`config.mk`:
```
export PLATFORM = sky130hd
export DESIGN_NAME = vga_fb_arbiter_flat
export DESIGN_NICKNAME = d
export VERILOG_FILES = /design/src/rtl/vga_pkg.sv /design/src/rtl/vga_fb_arbiter_if.sv /design/src/rtl/rr_arb2.sv /design/src/rtl/vga_fb_arbiter.sv /design/src/flat_wrapper.sv
export SDC_FILE = /design/constraint.sdc
export NUM_CORES = 1
export LEC_CHECK = 0
export BUFFER_PORTS_ARGS = -buffer_cell sky130_fd_sc_hd__buf_2
export CAP_MARGIN = 30
export CORE_ASPECT_RATIO = 1.4
export CORE_UTILIZATION = 51
export CTS_CLUSTER_SIZE = 20
export DETAILED_ROUTE_END_ITERATION = 8
export PLACE_DENSITY = 0.86
export SETUP_SLACK_MARGIN = 0.2
export SYNTH_ARGS = -nofsm -noshare
export SYNTH_HDL_FRONTEND = slang
export SYNTH_SLANG_ARGS = --single-unit
```
`constraint.sdc`:
```
create_clock -name pixel_clk -period 2.6 [get_ports pixel_clk]
set_clock_uncertainty 0.1 [all_clocks]
set_input_delay 0.13 -clock pixel_clk [delete_from_list [all_inputs] [get_ports pixel_clk]]
set_output_delay 0.13 -clock pixel_clk [all_outputs]
set_load 0.05 [all_outputs]
```
`src/rtl/vga_pkg.sv`:
```
// Shared constants, types and address helper for the 160x120 RGB332 framebuffer
// scanned out at 640x480@60 with 4x4 pixel replication.
package vga_pkg;

  localparam int FB_W      = 160;
  localparam int FB_H      = 120;
  localparam int ADDR_W    = 15;
  localparam int DATA_W    = 8;
  localparam int H_ACTIVE  = 640;
  localparam int V_ACTIVE  = 480;
  localparam int LINE_END  = 800;
  localparam int FRAME_END = 525;
  localparam int FB_SIZE   = FB_W * FB_H;

  // Scan-slot positions: column-0 prefetch near line end, last mid-line fetch.
  localparam int SLOT_A_H    = LINE_END - 2;
  localparam int SLOT_B_HMAX = 633;

  typedef logic [ADDR_W-1:0] addr_t;
  typedef logic [DATA_W-1:0] data_t;

  // row*160 built from two shifts so no multiplier is inferred
  function automatic addr_t fb_addr(input addr_t row, input addr_t col);
    return (row << 7) + (row << 5) + col;
  endfunction

endpackage

```
`src/rtl/vga_fb_arbiter_if.sv`:
```
// Write-requester bus: two request/address/data lanes and a one-hot grant pulse.
interface vga_fb_arbiter_if;
  import vga_pkg::*;

  logic [1:0] wr_req;
  addr_t      wr_addr0;
  data_t      wr_data0;
  addr_t      wr_addr1;
  data_t      wr_data1;
  logic [1:0] wr_gnt;

  modport master (
    output wr_req, wr_addr0, wr_data0, wr_addr1, wr_data1,
    input  wr_gnt
  );

  modport slave (
    input  wr_req, wr_addr0, wr_data0, wr_addr1, wr_data1,
    output wr_gnt
  );

endinterface

```
`src/rtl/rr_arb2.sv`:
```
// Two-way round-robin arbiter; the mask blocks a requester that is being granted
// this cycle so a held request cannot win twice in a row.
module rr_arb2 (
  input  logic       clk,
  input  logic       rst,
  input  logic       i_en,
  input  logic [1:0] i_req,
  input  logic [1:0] i_mask,
  output logic [1:0] o_gnt
);

  logic       r_ptr;
  logic [1:0] w_elig;

  assign w_elig = i_req & ~i_mask;

  always_comb begin
    o_gnt = 2'b00;
    if (i_en) begin
      if (w_elig == 2'b11) begin
        o_gnt = r_ptr ? 2'b10 : 2'b01;
      end else begin
        o_gnt = w_elig;
      end
    end
  end

  always_ff @(posedge clk or posedge rst) begin
    if (rst) begin
      r_ptr <= 1'b0;
    end else if (o_gnt[0]) begin
      r_ptr <= 1'b1;
    end else if (o_gnt[1]) begin
      r_ptr <= 1'b0;
    end
  end

endmodule

```
`src/rtl/vga_fb_arbiter.sv`:
```
// Single-port framebuffer arbiter: beam-scheduled scan-out reads own fixed slots,
// every other cycle is handed round-robin to the two game-logic writers.
module vga_fb_arbiter
  import vga_pkg::*;
(
  input  logic              pixel_clk,
  input  logic              rst,
  input  logic [10:0]       hcounter,
  input  logic [10:0]       vcounter,
  vga_fb_arbiter_if.slave   wr,
  output addr_t             ram_addr,
  output logic              ram_we,
  output data_t             ram_wdata,
  input  data_t             ram_rdata,
  output data_t             pixel_rgb,
  output logic              oob_err
);

  logic [10:0] w_next_line;
  logic        w_slot_a;
  logic        w_slot_b;
  logic        w_scan;
  addr_t       w_scan_addr;
  logic [1:0]  w_gnt;
  addr_t       w_wr_addr;
  data_t       w_wr_data;
  logic        w_oob;

  addr_t       r_ram_addr;
  logic        r_ram_we;
  data_t       r_ram_wdata;
  data_t       r_pixel;
  logic        r_oob_err;
  logic [1:0]  r_wr_gnt;
  logic [1:0]  r_rd_pipe;

  assign w_next_line = (vcounter == 11'(FRAME_END)) ? 11'd0 : vcounter + 11'd1;
  assign w_slot_a    = (hcounter == 11'(SLOT_A_H)) && (w_next_line < 11'(V_ACTIVE));
  assign w_slot_b    = (hcounter[1:0] == 2'b01) && (hcounter <= 11'(SLOT_B_HMAX)) &&
                       (vcounter < 11'(V_ACTIVE));
  assign w_scan      = w_slot_a | w_slot_b;

  // Slot B fetches one column ahead so data lands exactly as the beam enters it
  always_comb begin
    w_scan_addr = '0;
    if (w_slot_a) begin
      w_scan_addr = fb_addr(ADDR_W'(w_next_line >> 2), '0);
    end else if (w_slot_b) begin
      w_scan_addr = fb_addr(ADDR_W'(vcounter >> 2), ADDR_W'(hcounter >> 2) + ADDR_W'(1));
    end
  end

  rr_arb2 u_arb (
    .clk    (pixel_clk),
    .rst    (rst),
    .i_en   (!w_scan),
    .i_req  (wr.wr_req),
    .i_mask (r_wr_gnt),
    .o_gnt  (w_gnt)
  );

  assign w_wr_addr = w_gnt[1] ? wr.wr_addr1 : wr.wr_addr0;
  assign w_wr_data = w_gnt[1] ? wr.wr_data1 : wr.wr_data0;
  assign w_oob     = (w_wr_addr >= ADDR_W'(FB_SIZE));

  always_ff @(posedge pixel_clk or posedge rst) begin
    if (rst) begin
      r_ram_addr  <= '0;
      r_ram_we    <= 1'b0;
      r_ram_wdata <= '0;
      r_pixel     <= '0;
      r_oob_err   <= 1'b0;
      r_wr_gnt    <= 2'b00;
      r_rd_pipe   <= 2'b00;
    end else begin
      r_rd_pipe <= {r_rd_pipe[0], w_scan};
      r_wr_gnt  <= w_gnt;

      if (w_scan) begin
        r_ram_addr <= w_scan_addr;
        r_ram_we   <= 1'b0;
      end else if (|w_gnt) begin
        r_ram_we <= !w_oob;
        if (w_oob) begin
          r_oob_err <= 1'b1;
        end else begin
          r_ram_addr  <= w_wr_addr;
          r_ram_wdata <= w_wr_data;
        end
      end else begin
        r_ram_we <= 1'b0;
      end

      // Column-0 data arrives at LINE_END, inside blanking, so it must beat the blank
      if (r_rd_pipe[1]) begin
        r_pixel <= ram_rdata;
      end else if ((hcounter >= 11'(H_ACTIVE)) || (vcounter >= 11'(V_ACTIVE))) begin
        r_pixel <= '0;
      end
    end
  end

  assign ram_addr   = r_ram_addr;
  assign ram_we     = r_ram_we;
  assign ram_wdata  = r_ram_wdata;
  assign pixel_rgb  = r_pixel;
  assign oob_err    = r_oob_err;
  assign wr.wr_gnt  = r_wr_gnt;

endmodule

```
`src/flat_wrapper.sv`:
```
// flat-port wrapper written by rule: the top's interface ports become plain ports
module vga_fb_arbiter_flat import vga_pkg::*;
  (pixel_clk, rst, hcounter, vcounter, ram_addr, ram_we, ram_wdata, ram_rdata, pixel_rgb, oob_err, wr_wr_req, wr_wr_addr0, wr_wr_data0, wr_wr_addr1, wr_wr_data1, wr_wr_gnt);
  vga_fb_arbiter_if wr_i ();
  input  logic pixel_clk;
  input  logic rst;
  input  logic [10:0] hcounter;
  input  logic [10:0] vcounter;
  output addr_t ram_addr;
  output logic ram_we;
  output data_t ram_wdata;
  input  data_t ram_rdata;
  output data_t pixel_rgb;
  output logic oob_err;
  input wire logic [$bits(wr_i.wr_req)-1:0] wr_wr_req;
  input wire logic [$bits(wr_i.wr_addr0)-1:0] wr_wr_addr0;
  input wire logic [$bits(wr_i.wr_data0)-1:0] wr_wr_data0;
  input wire logic [$bits(wr_i.wr_addr1)-1:0] wr_wr_addr1;
  input wire logic [$bits(wr_i.wr_data1)-1:0] wr_wr_data1;
  output wire logic [$bits(wr_i.wr_gnt)-1:0] wr_wr_gnt;
  assign wr_i.wr_req = wr_wr_req;
  assign wr_i.wr_addr0 = wr_wr_addr0;
  assign wr_i.wr_data0 = wr_wr_data0;
  assign wr_i.wr_addr1 = wr_wr_addr1;
  assign wr_i.wr_data1 = wr_wr_data1;
  assign wr_wr_gnt = wr_i.wr_gnt;
  vga_fb_arbiter u_core (.pixel_clk(pixel_clk), .rst(rst), .hcounter(hcounter), .vcounter(vcounter), .wr(wr_i), .ram_addr(ram_addr), .ram_we(ram_we), .ram_wdata(ram_wdata), .ram_rdata(ram_rdata), .pixel_rgb(pixel_rgb), .oob_err(oob_err));
endmodule
```
==> results.json <==
{
  "status": "finished, violations left",
  "violations": "negative setup slack",
  "rr_startpoint": "u_core.wr.wr_gnt[1]",
  "grt-ovfl-total": 0,
  "pin_count": 115,
  "worstSetupPathType": "input port to register",
  "hold_depth": 3,
  "place_ws_ps": -424.8,
  "start_util_pct": 53.32,
  "antenna_found_initial": 1,
  "clk_latency_ps": 300,
  "setup_viol": 3,
  "seq_area_frac_synth_pct": 29.99,
  "fin_crit_ps": 2690,
  "grt_pass1_wl_mm": 17.64,
  "grt_usage_pct": 36.99,
  "rr_endpoint": "u_core.ram_addr[5]",
  "wl_per_cell_um": 20.42,
  "portBuffers": 114,
  "synth_fp_nets": 459,
  "dieHeight_um": 95.29,
  "path_max_fanout": 3,
  "fillers": 292,
  "reg2regPathDepth": 8,
  "ys_ff_latch": 38,
  "first_pass_iters": 6,
  "drive_above_1_share_pct": 47.64,
  "finalHoldViolCount": 0,
  "dr_total_vias": 3808,
  "grt_max_degree": 22,
  "postSynthAreaPerCell_um2": 9.059,
  "cp.required_ps": 2670,
  "clock_path_buffers": 2,
  "maxCapViolCount": 0,
  "clk_pin_slew_ps": 80,
  "ir_drop_uv": 323.5,
  "reg2reg_slack_ps": 220,
  "post_synth_num_cell_types": 65,
  "yosysWarnings": 0,
  "worst_slew_pin_slew_ps": 795.1,
  "grt_pass1_vias": 3847,
  "placed_area_um2": 4328,
  "drt-initial-drc-count": 303,
  "max_slew_margin_pct": 46.93,
  "holdCritPathClass": "input port to register",
  "area_growth_pct": 55.09,
  "synthArstFlopShare_pct": 100.0,
  "slew_violations": 0,
  "synthTopCellsByCount": "nand2_1, dfrtp_1, ha_1",
  "placed_cells": 582,
  "max_freq_mhz": 371.7,
  "syn-cell-area_um2": 3171,
  "path_cells": "buf_8, nand3_4, nor2_4, nand4_1, xor2_2, fa_1, inv_1, ha_1, a21oi_2, o211ai_1, o41ai_2, xnor2_1, a221oi_1, mux2i_1",
  "fin_crit_sh_pct": 103.5,
  "rsz0062_at_grt": "yes",
  "p_leak_uw": 0.002447,
  "critical-path-max-stage-delay_ps": 520,
  "slowest_stage": "fa_1",
  "die-area_um2": 6540,
  "seqCellArea_um2": 950.9,
  "finalPower_uw": 2900,
  "cts_tree": "done",
  "routed_wl_mm": 12.68,
  "dp_hpwl_mm": 7.562,
  "synth_area_leaders": "dfrtp_1, ha_1, xnor2_1, nand2_1, mux2i_1",
  "nets": 658,
  "via_per_inst": 6.132,
  "crit_path_end_kind": "register",
  "fp.dieW_um": 68.64,
  "rows": 33,
  "synth_top_area_share_pct": 29.99,
  "cts-htree-levels": 2,
  "stdcell_count": 621,
  "syn_inst": 350,
  "min-delay-start": "wr_wr_data1[7]",
  "synth_edf_count": 0,
  "place.gp.congestion": 0.9117,
  "cp.arrival_ps": 2760,
  "hold-path-endpoint": "u_core.ram_wdata[7]",
  "cts_sinks": 38,
  "startpoint_type": "input port",
  "synth.most_common_cell": "nand2_1",
  "multi_input_area_um2": 2286,
  "remaining_drc_errors": 0,
  "postRouteAntennaNets": 0,
  "cts_root_buf": "clkbuf_8",
  "final_area_um2": 4917,
  "cts_made_buffers": 5,
  "core_area_um2": 5946,
  "synth_top_area_cell": "dfrtp_1",
  "p_per_area_nw_per_um2": 589.9,
  "setup_slack_ps": -90.14,
  "synth_ff_type": "dfrtp_1"
}
[worst max-delay path, delay by kind of cell]
family	cells	cell delay (ps)
simple gates	3	340
fa+ha+maj	2	810
mux	1	110
compound gates	4	910
xor+xnor	2	320
buf+inv	2	130
[worst max path at each step]
| stage | to | from | cells after the start |
|---|---|---|---|
| after floorplan | u_core.ram_addr[13] | hcounter[4] | 13 |
| after global placement | u_core.ram_addr[13] | hcounter[4] | 14 |
| after detailed placement | u_core.ram_addr[13] | hcounter[4] | 14 |
| after CTS | u_core.ram_addr[13] | hcounter[4] | 14 |
| after global routing | u_core.ram_addr[13] | hcounter[6] | 14 |
| final | u_core.ram_addr[13] | hcounter[6] | 14 |
[layout make-up]
| type | count | share of cell area, % |
|---|---|---|
| multi-input cells | 274 | 46.49 |
| repair buffers | 206 | 28.47 |
| flip-flops and latches | 38 | 19.34 |
| inverters | 24 | 1.934 |
| well taps | 70 | 1.781 |
| clock buffers | 6 | 1.679 |
| clock inverters | 2 | 0.2545 |
| diodes | 1 | 0.05089 |
[metrics by stage]
| stage | TNS, ps | util, % | hold slack, ps |
|---|---|---|---|
| after detailed placement | -3523 | 72.79 | 200.9 |
| after global placement | -2593 | 72.79 | 181.4 |
| final | -158.8 | 82.70 | 36.51 |
| after floorplan | -104.6 | - | 176.0 |
| after CTS | -10.21 | 79.59 | 1.492 |
| after global routing | -563.7 | 82.70 | 17.35 |
[layout by cell type (no fill, tap or decap), types with 5 or more instances in the layout]
master,n
a21o_1,5
a21oi_1,6
a22o_1,8
a31oi_1,7
buf_2,109
buf_4,72
buf_6,11
clkbuf_8,6
dfrtp_1,38
dlygate4sd3_1,8
ha_1,20
inv_1,19
mux2i_1,13
nand2_1,41
nand3_1,13
nor2_1,11
nor3_1,5
o21a_1,8
o21ai_0,15
xnor2_1,17
xor2_1,7
[layer usage]
layer	part of all wire [%]	track usage, %	wire length (um)
met1	33	35.60	4195
met2	51	59.80	6446
met5	0	6.250	0
met4	6.9	26.56	875
met3	9.2	17.11	1165
[power by group]
part	switching, uW	internal [uW]
sequential	91.4	722
clock	230	214
combinational	1020	627
[cells by family (layout without fill, tap and decap cells)]
group | count (synthesis) | count (layout) | share of synthesized area, %
AO/OA/AOI/OAI | 88 | 88 | 20.09
XOR/XNOR | 28 | 28 | 7.735
adder cells (fa/ha/maj) | 29 | 29 | 12.63
buffers and inverters | 38 | 238 | 5.170
flip-flops | 38 | 38 | 29.99
multiplexers | 18 | 18 | 5.959
other | 0 | 1 | 0
AND/OR/NAND/NOR | 111 | 111 | 18.43
[timing repair]
item | CTS | global route
pin swaps | 24 | 18
gates resized for setup | 23 | 25
setup buffers | 17 | 4
endpoints found under the setup margin | 15 | 23
gates cloned | 0 | 1
hold buffers | 7 | 1
hold endpoints to repair | 25 | 1
[flip-flops by register name, indices dropped and copies added, names as in the netlist]
register,flops
u_core.ram_addr,15
u_core.pixel_rgb,8
u_core.ram_wdata,8
u_core.r_rd_pipe,2
u_core.wr.wr_gnt,2
u_core.oob_err,1
u_core.ram_we,1
u_core.u_arb.r_ptr,1
Note: power is estimated with default switching activity, not from simulation.
